## src/rtl/reg_file_param.sv

```systemverilog
// reg_file_param
//   Parametrised register bank: 2^ADDR_W entries of DATA_W bits.
//   It has one synchronous write port and two combinational read ports.
//   The one-hot write-select vector is exported for debug and trace.
//
// Parameters
//   DATA_W   : width of each entry
//   ADDR_W   : address width, DEPTH = 2^ADDR_W
//   ZERO_REG : 1 = entry 0 is hardwired to zero and writes to it are dropped
//   BYPASS   : 1 = a read of the address being written this cycle returns wr_data
//
// Ports
//   clk        : clock, all state updates on the rising edge
//   reset_n    : synchronous active-low reset, clears every entry
//   we         : write enable
//   wr_addr    : write address
//   wr_data    : write data
//   rd_addr_a  : read address, port A
//   rd_data_a  : read data, port A (combinational)
//   rd_addr_b  : read address, port B
//   rd_data_b  : read data, port B (combinational)
//   we_onehot  : decoded write select (combinational, zero during reset)
module reg_file_param #(
  parameter int DATA_W   = 32,
  parameter int ADDR_W   = 3,
  parameter int ZERO_REG = 0,
  parameter int BYPASS   = 1
) (
  input  logic                     clk,
  input  logic                     reset_n,
  input  logic                     we,
  input  logic [ADDR_W-1:0]        wr_addr,
  input  logic [DATA_W-1:0]        wr_data,
  input  logic [ADDR_W-1:0]        rd_addr_a,
  output logic [DATA_W-1:0]        rd_data_a,
  input  logic [ADDR_W-1:0]        rd_addr_b,
  output logic [DATA_W-1:0]        rd_data_b,
  output logic [(1<<ADDR_W)-1:0]   we_onehot
);

  localparam int DEPTH = 1 << ADDR_W;

  // Current contents of every entry, as seen by the read muxes.
  logic [DATA_W-1:0] stored [DEPTH];

  for (genvar gi = 0; gi < DEPTH; gi++) begin : g_entry
    if (ZERO_REG != 0 && gi == 0) begin : g_zero
      // Entry 0 has no storage: it never decodes and always reads zero.
      assign we_onehot[gi] = 1'b0;
      assign stored[gi]    = '0;
    end else begin : g_reg
      logic [DATA_W-1:0] entry_q;
      logic [DATA_W-1:0] entry_d;

      // Gating the decode with reset_n makes reset dominate a same-cycle write,
      // and it keeps the exported select vector quiet during reset.
      assign we_onehot[gi] = we & reset_n & (wr_addr == ADDR_W'(gi));

      always_comb begin
        entry_d = entry_q;
        if (we_onehot[gi]) begin
          entry_d = wr_data;
        end
      end

      always_ff @(posedge clk) begin
        if (!reset_n) begin
          entry_q <= '0;
        end else begin
          entry_q <= entry_d;
        end
      end

      assign stored[gi] = entry_q;
    end
  end

  // Read priority: the hardwired zero first, then the bypass of the
  // in-flight write, then storage.
  always_comb begin
    rd_data_a = stored[rd_addr_a];
    if (BYPASS != 0 && we_onehot[rd_addr_a]) begin
      rd_data_a = wr_data;
    end
    if (ZERO_REG != 0 && rd_addr_a == '0) begin
      rd_data_a = '0;
    end
  end

  always_comb begin
    rd_data_b = stored[rd_addr_b];
    if (BYPASS != 0 && we_onehot[rd_addr_b]) begin
      rd_data_b = wr_data;
    end
    if (ZERO_REG != 0 && rd_addr_b == '0) begin
      rd_data_b = '0;
    end
  end

endmodule

```

## config.mk

```make
export PLATFORM = sky130hd
export DESIGN_NAME = reg_file_param
export DESIGN_NICKNAME = d
export VERILOG_FILES = /design/src/rtl/reg_file_param.sv
export SDC_FILE = /design/constraint.sdc
export NUM_CORES = 1
export LEC_CHECK = 0
export CAP_MARGIN = 10
export CORE_ASPECT_RATIO = 1.75
export CORE_MARGIN = 1
export CORE_UTILIZATION = 35
export CTS_CLUSTER_SIZE = 24
export DETAILED_ROUTE_END_ITERATION = 8
export PLACE_DENSITY = 0.51
export REMOVE_ABC_BUFFERS = 1
export SLEW_MARGIN = 20
export SYNTH_ARGS = -nofsm -noshare
export SYNTH_HDL_FRONTEND = slang
export SYNTH_SLANG_ARGS = --single-unit
```

## constraint.sdc

```tcl
create_clock -name clk -period 1.6 [get_ports clk]
set_input_delay 0.16 -clock clk [delete_from_list [all_inputs] [get_ports clk]]
set_output_delay 0.16 -clock clk [all_outputs]
set_load 0.05 [all_outputs]
```

After elaboration in Yosys (flattened, before gate mapping) --
Index checks and enable logic that the tools add are counted.
Operators by class: multiplexer cells 12, magnitude comparators 4, bitwise logic cells 11, reductions and logical operators 1, eq/ne operators 7
Operator list (count):
- $bmux W32 S3 | 2
- $mux W32 | 6
- $eq A3 B3 Y1 const B | 4
- $and A1 B1 Y1 | 9
- $ge A4 B4 Y1 const B | 2
- $lt A3 B4 Y1 const B | 2
- $not A3 Y4 | 2
- $bmux W1 S3 | 2
- $eq A3 B2 Y1 const B | 2
- $eq A3 B1 Y1 const B | 1
- $logic_not A3 Y1 | 1
- $mux W1 | 2
Word-level totals: input bits 44, word-level logic and storage cells 43, register bits after elaboration 256, output and inout bits 72

Logic depth before layout (Yosys ltp) --
Gate-level depths: netlist of run 1.
depth after elaboration 5, depth in mapped cells 6, depth with buffers taken out 3

Worst setup path after synthesis of run 1 --
No wires, ideal clock.
path kind in2out, start point in rd_addr_b[1], end point out rd_data_b[20], path buffers 2, slack -0.181 ns, data required time 1.440 ns, arrival time 1.621 ns, stages on the path 5, cell sequence buf_6 buf_6 mux4_2 mux2_2 mux2_2
Between the ends: word-level cells in the longest chain between the ends 5, elaborated cells between the ends (all ways) 7, classes of those cells mux: 6; bitwise: 1
RTL lines:
- start, declared | line 36 | input logic [ADDR_W-1:0] rd_addr_b,
- $not A3 Y4 (implied by the code) | line 91 | rd_data_b = stored[rd_addr_b];
- $bmux W32 S3 | line 91
- $mux W32 (implied by the code) (2 in a row) | line 91
- $mux W32 * | line 92 | if (BYPASS != 0 && we_onehot[rd_addr_b]) begin
- end, declared | line 37 | output logic [DATA_W-1:0] rd_data_b,
Mark *: on every way between the ends. The rest lies on a longest branch, timed or not. The select of a mux whose other input is x is not followed.

Worst setup path in the final report of run 1 --
start point reg g_entry[0].g_reg.entry_q[26], end point out rd_data_b[26]
Between the ends: word-level cells in the longest chain between the ends 4
RTL lines:
- start, declared | line 52 | logic [DATA_W-1:0] entry_q;
- start signal, assigned | line 70 | entry_q <= entry_d;
- $bmux W32 S3 | line 91
- $mux W32 (implied by the code) (2 in a row) | line 91
- $mux W32 | line 92
No other way between the ends. The select of a mux whose other input is x is not followed.

==> results.md, run 1 <==
* Outcome: finished, violations left
* Violated checks: setup timing
* Worst R2R End: g_entry[3].g_reg.entry_q[1]
* Cell Rows at 100
* CP Max Fanout at 3
* Largest net degree at the start of global routing at 198
* Seq pwr share at 0.422
* DRT antenna net count at 0
* Pins Over Slew Limit at 0
* Worst Skew at 0 ps
* Post-synth EDFFs at 0
* Hold Path Class: primary input to flip-flop
* Die height at 277.9 µm
* CP Capture Type: output port
* Hold slack at 114.8 ps
* Ant diodes at 0
* Final Net Count at 1,655
* Number of global-route vias before repair at 13,750
* Synth async-reset ratio at 0
* Fmax at 0.4439 GHz
* Max reg flops at 256
* CP startpoint: g_entry[0].g_reg.entry_q[26]
* Reg2reg path depth at 3
* Internal at 11,240 µW
* Cell variety after synth at 26
* Num CTS Buffers at 26
* WL final at 52,080 µm
* WL per Instance at 23.76 µm
* Final worst path period share at 1.408
* Clock Latency Late Sink at 550 ps
* Max-slew headroom at 0.4532
* Slew of the pin with the lowest slew margin at 820.2 ps
* Global-route wire length before repair at 82,050 µm
* R2R Setup Slk at 850 ps
* Root buffer selected by CTS: clkbuf_16
* IO Count at 116
* Initial antenna violation count at 0
* Share of layout cells above drive strength 1 at 0.4151
* Worst vdd ir at 636.2 µV
* RSZ-0062 raised after global routing: yes
* Sw frac at 0.2722
* Clock network fraction of total power at 0.415
* Most common cell in the netlist: nand3_1
* Top Registers: g_entry.g_reg.entry_q: 256 flops
* WS Path Type: flip-flop to output port
* CTS tree: yes
* Clock Path Buffers at 3
* Synthesized area at 0.01522 mm²
* Yosys warns at 0
* Final Hold Vio Count at 0
* PwrDens at 781.3 mW/mm²
* Reg2reg start: g_entry[3].g_reg.entry_q[1]
* Worst-path clk slew at 70 ps
* DR vias/cell at 5.936
* Starting Density at 0.3567
* Tmin final at 2253 ps
* Synth Instances at 1,525
* Core Area at 0.04267 mm²
* GP Congestion at 0.8096
* Synth top area cells: dfxtp_1 34%, mux4_2 19%, a21boi_0 10%
* Top cell type's share of synthesized area at 0.3367
* Sink Count at 256
* Pre-CTS setup slack at -464.0 ps
* Primary FF master, synth: dfxtp_1
* Total grt overflow at 0
* Combinational share of power at 0.163
* Syn avg cell area at 9.981 µm²
* Max H-tree Level at 1
* # fillers at 3,950
* Synthesis-stage register bit count at 256
* Port Buf Inserts at 115
* Total GRT Usage at 0.2357
* Most frequent cells after synthesis: 257 x nand3_1, 256 x dfxtp_1, 256 x o21ai_0
* Max-cap violations at 0
* # setup viols final at 64
* Critical Path Sink: rd_data_b[26]
* Sequential element share of the synthesized area at 0.3367
* Crit path arrival time at 2090 ps
* Cell taking the most area after synthesis: dfxtp_1
* Post-layout worst setup margin at -652.8 ps
* Net switching power at 4205 µW
* Startpoint type of the worst setup path: flip-flop
* Die footprint at 0.04436 mm²
* Leakage at 0.006996 µW
* Vias at 13,010
* Top reg by flops: g_entry.g_reg.entry_q
* Pre-Repair DR Iteration Count at 5
* Syn-to-layout area delta at 29.91%
* Die width at 159.6 µm
* Drc violations at 0
* Post-detail-place hpwl at 33,030 µm
* Detailed Route Iter0 Violations at 805
* Critical Path RT at 1440 ps
-- repair_timing --
item                                   4_1_cts  5_1_grt
endpoints found under the hold margin        0        0
gates cloned                                 0        0
pin swaps                                    2        0
setup buffers                                8        1
hold buffers                                 0        0
resized for setup                          221      106
setup endpoints to repair                   72      105
-- worst min-delay path by stage --
| stage | slack [ps] | cells past startpoint | to | startpoint |
|---|---|---|---|---|
| after floorplan | 310 | 2 | g_entry[0].g_reg.entry_q[10] | wr_data[10] |
| after global placement | 470 | 2 | g_entry[6].g_reg.entry_q[18] | g_entry[6].g_reg.entry_q[18] |
| after detailed placement | 480 | 2 | g_entry[5].g_reg.entry_q[24] | g_entry[5].g_reg.entry_q[24] |
| after CTS | 160 | 3 | g_entry[5].g_reg.entry_q[5] | reset_n |
| after global routing | 100 | 3 | g_entry[3].g_reg.entry_q[5] | reset_n |
| final | 110 | 3 | g_entry[6].g_reg.entry_q[5] | reset_n |
-- cell families after synthesis --
family | after synthesis | share of synthesized area
compound gates | 512 | 0.2104
simple gates | 279 | 0.09215
mux | 256 | 0.2927
flops | 256 | 0.3367
buf+inv | 216 | 0.06453
xor+xnor | 6 | 0.003453
-- power by group through the flow --
stage / logic (µW) / registers (µW) / clock network (µW)
after global routing: 2640 / 6530 / 6780
after detailed placement: 2400 / 6660 / 0
after CTS: 2500 / 6510 / 6560
after floorplan: 936 / 6630 / 0
after global placement: 2390 / 6650 / 0
final: 2520 / 6520 / 6410
-- worst max-delay path, cell delays in order (launching register included) --
cell and delay [ps]:
dfxtp_2 330, mux4_2 450, mux2_4 320, mux2_4 280, buf_12 150
-- routing by layer --
metal	routed length [µm]	track usage	up-vias	part of all wire
met5	0	0	-	0
met4	1790	0.09467	0	0.034
met3	2165	0.02138	97	0.042
met2	27590	0.4295	391	0.53
met1	20530	0.2817	6649	0.39
li1	-	-	5875	-
-- metrics by stage --
stage | area [µm²] | power (µW) | util | instances | setup TNS [ps]
5_1_grt | 19770 | 15950 | 0.4635 | 2192 | -41910
2_1_floorplan | 14240 | 7566 | - | 1309 | -383010
3_5_place_dp | 18100 | 9055 | 0.4242 | 2135 | -93470
3_3_place_gp | 18100 | 9043 | 0.4242 | 2135 | -89110
6_report | 19770 | 15450 | 0.4635 | 2192 | -39120
4_1_cts | 19650 | 15580 | 0.4605 | 2191 | -40770
-- cell usage in the layout (no fill, tap or decap), types with 37 or more instances in the layout --
cell / n
o21ai_1: 37
a21boi_1: 50
buf_12: 82
a21boi_0: 206
dfxtp_1: 129
mux2_4: 109
mux4_2: 128
nand3_1: 256
dfxtp_2: 127
o21ai_0: 219
buf_4: 110
-- area by class of cell --
cell class | count | area (µm²) | area share
clock buffers | 44 | 829.5 | 0.04195
flip-flops and latches | 256 | 5284 | 0.2672
well taps | 561 | 701.9 | 0.03550
repair buffers | 274 | 3441 | 0.1740
clock inverters | 4 | 48.80 | 0.002468
multi-input cells | 1053 | 9469 | 0.4789
(Power assumes the default switching activity.)
==> inputs of run 2 (changes only) <==
CORE_UTILIZATION = 54   (was 35)
PLACE_DENSITY = 0.75   (was 0.51)
==> results.md, run 2 (same netlist as run 1, synthesis figures left out) <==
* Final Net Count at 1,629
* Die height at 224.1 µm
* Sequence of cells on the critical path: mux4_2 -> mux2_4 -> mux2_4 -> buf_12
* IO Count at 116
* Max H-tree Level at 1
* Crit path arrival time at 2080 ps
* Share of layout cells above drive strength 1 at 0.4041
* Critical path buffers and inverters at 1
* RSZ-0062 raised after global routing: yes
* Reg area at 0.005276 mm²
* Placed cell areas at 0.01774 mm²
* Outcome: finished, violations left
* Port Buf Inserts at 115
* Multi-input gate area at 0.009507 mm²
* CTS tree: yes
* Top reg by flops: g_entry.g_reg.entry_q
* Sink Count at 256
* Worst Skew at 0 ps
* Core Area at 0.02787 mm²
* Max reg flops at 256
* Pins Over Slew Limit at 0
* Slew of the pin with the lowest slew margin at 735.6 ps
* Ant diodes at 0
* CP Max Fanout at 3
* Max-slew headroom at 0.5096
* Post-layout worst setup margin at -641.9 ps
* Fmax at 0.4461 GHz
* # setup viols final at 64
* Worst vdd ir at 783.8 µV
* Worst-path clk slew at 70 ps
* DRT antenna net count at 0
* Clock Latency Late Sink at 530 ps
* Leakage at 0.006852 µW
* Startpoint type of the worst setup path: flip-flop
* Final worst path period share at 1.401
* Tmin final at 2242 ps
* Post-detail-place hpwl at 29,430 µm
* Pre-Repair DR Iteration Count at 5
* Clock Path Buffers at 3
* Die footprint at 0.02889 mm²
* Fin util at 0.6941
* CP most frequent cell: mux2_4
* Total grt overflow at 0
* Final Power at 15,140 µW
* Hold Buf Count CTS at 0
* PwrDens at 782.7 mW/mm²
* Seq pwr share at 0.430
* Sw frac at 0.2635
* GP Congestion at 0.8297
* Total GRT Usage at 0.3369
* Initial antenna violation count at 1
* Violated checks: setup timing
* Cell Rows at 81
* # fillers at 1,988
* CP Capture Type: output port
* Drc violations at 0
* Top Registers: g_entry.g_reg.entry_q: 256 flops
* Clock network fraction of total power at 0.407
* Critical Path RT at 1440 ps
* Starting Density at 0.5461
* Largest stage delay on the critical path at 480 ps
* Finished Layout Cells at 1,974
* Die width at 128.9 µm
* Post-route setup TNS at -38,080 ps
* DR vias/cell at 6.914
* CP delay by family, top: multiplexers
* Net switching power at 3989 µW
* Global-route wire length before repair at 75,730 µm
* WL final at 47,680 µm
* Syn-to-layout area delta at 27.09%
* Most frequent cells in the layout: 256 x nand3_1, 256 x o21ai_0, 210 x a21boi_0
* Combinational share of power at 0.163
* WL per Instance at 24.15 µm
* Final Hold Vio Count at 0
* WS Path Type: flip-flop to output port
* Max-cap violations at 0
* DP Cell Count at 1,929
* Vias at 13,650
* Largest net degree at the start of global routing at 205
* Root buffer selected by CTS: clkbuf_16
* Detailed Route Iter0 Violations at 1,304
* Number of global-route vias before repair at 14,270
* Internal at 11,150 µW
* Highest-delay cell along the critical path: mux4_2
* Num CTS Buffers at 24
* Hold Path Class: primary input to flip-flop
* Design area at 0.01934 mm²
## run 2: cell count changes in the layout (fill, tap and decap cells not counted), moves of 4 or more
cell	before	now
a21boi_1	50	46
nor2_4	2	8
dfxtp_1	129	135
o21ai_0	219	256
o21ai_1	37	0
buf_4	110	86
dfxtp_2	127	121
a21boi_0	206	210
## run 2: routing by layer
metal  part of all wire  track usage  vias to the layer above
li1                   -            -                     5826
met1               0.35       0.3910                     6833
met2               0.51       0.5740                      781
met3              0.076      0.04753                      206
met4              0.062       0.2209                        2
met5            0.00023            0                        -
## run 2: worst reg2reg max path, stage by stage, from the launching register on
cell and delay (ps):
dfxtp_2 350, o21ai_0 80, a21boi_0 280
## run 2: layout make-up
| class | count | area share |
|---|---|---|
| Clock inverter | 6 | 0.005433 |
| Clock buffer | 36 | 0.03758 |
| Sequential cell | 256 | 0.2728 |
| Multi-Input combinational cell | 1053 | 0.4915 |
| Timing Repair Buffer | 250 | 0.1686 |
| Tap cell | 373 | 0.02413 |
## run 2: timing repair
action | 4_1_cts | 5_1_grt
buffers inserted | 3 | 0
resized for setup | 218 | 68
cloned | 0 | 0
endpoints found under the setup margin | 72 | 67
## run 2: per-stage QoR
step | setup WS [ps] | hold WS [ps]
6_report | -641.9 | 302.4
5_1_grt | -675.3 | 340.1
4_1_cts | -641.9 | 297.4
3_5_place_dp | -527.5 | 480.3
3_3_place_gp | -511.6 | 469.2
2_1_floorplan | -1809 | 306.6
## run 2: final timing paths
check / start / to / slack (ps) / cells after the start
setup / recovery: g_entry[0].g_reg.entry_q[31] / rd_data_a[31] / -640 / 4
hold / removal: wr_data[24] / g_entry[4].g_reg.entry_q[24] / 300 / 3
setup reg to reg: g_entry[7].g_reg.entry_q[8] / g_entry[7].g_reg.entry_q[8] / 780 / 2
hold reg to reg: g_entry[3].g_reg.entry_q[21] / g_entry[3].g_reg.entry_q[21] / 490 / 2
## run 2: power groups by stage
stage	clock, µW	combinational (µW)	sequential [µW]
finish	6160	2470	6520
global route	6460	2560	6520
CTS	6190	2420	6510
detailed placement	0	2310	6650
global placement	0	2290	6650
floorplan	0	936	6630
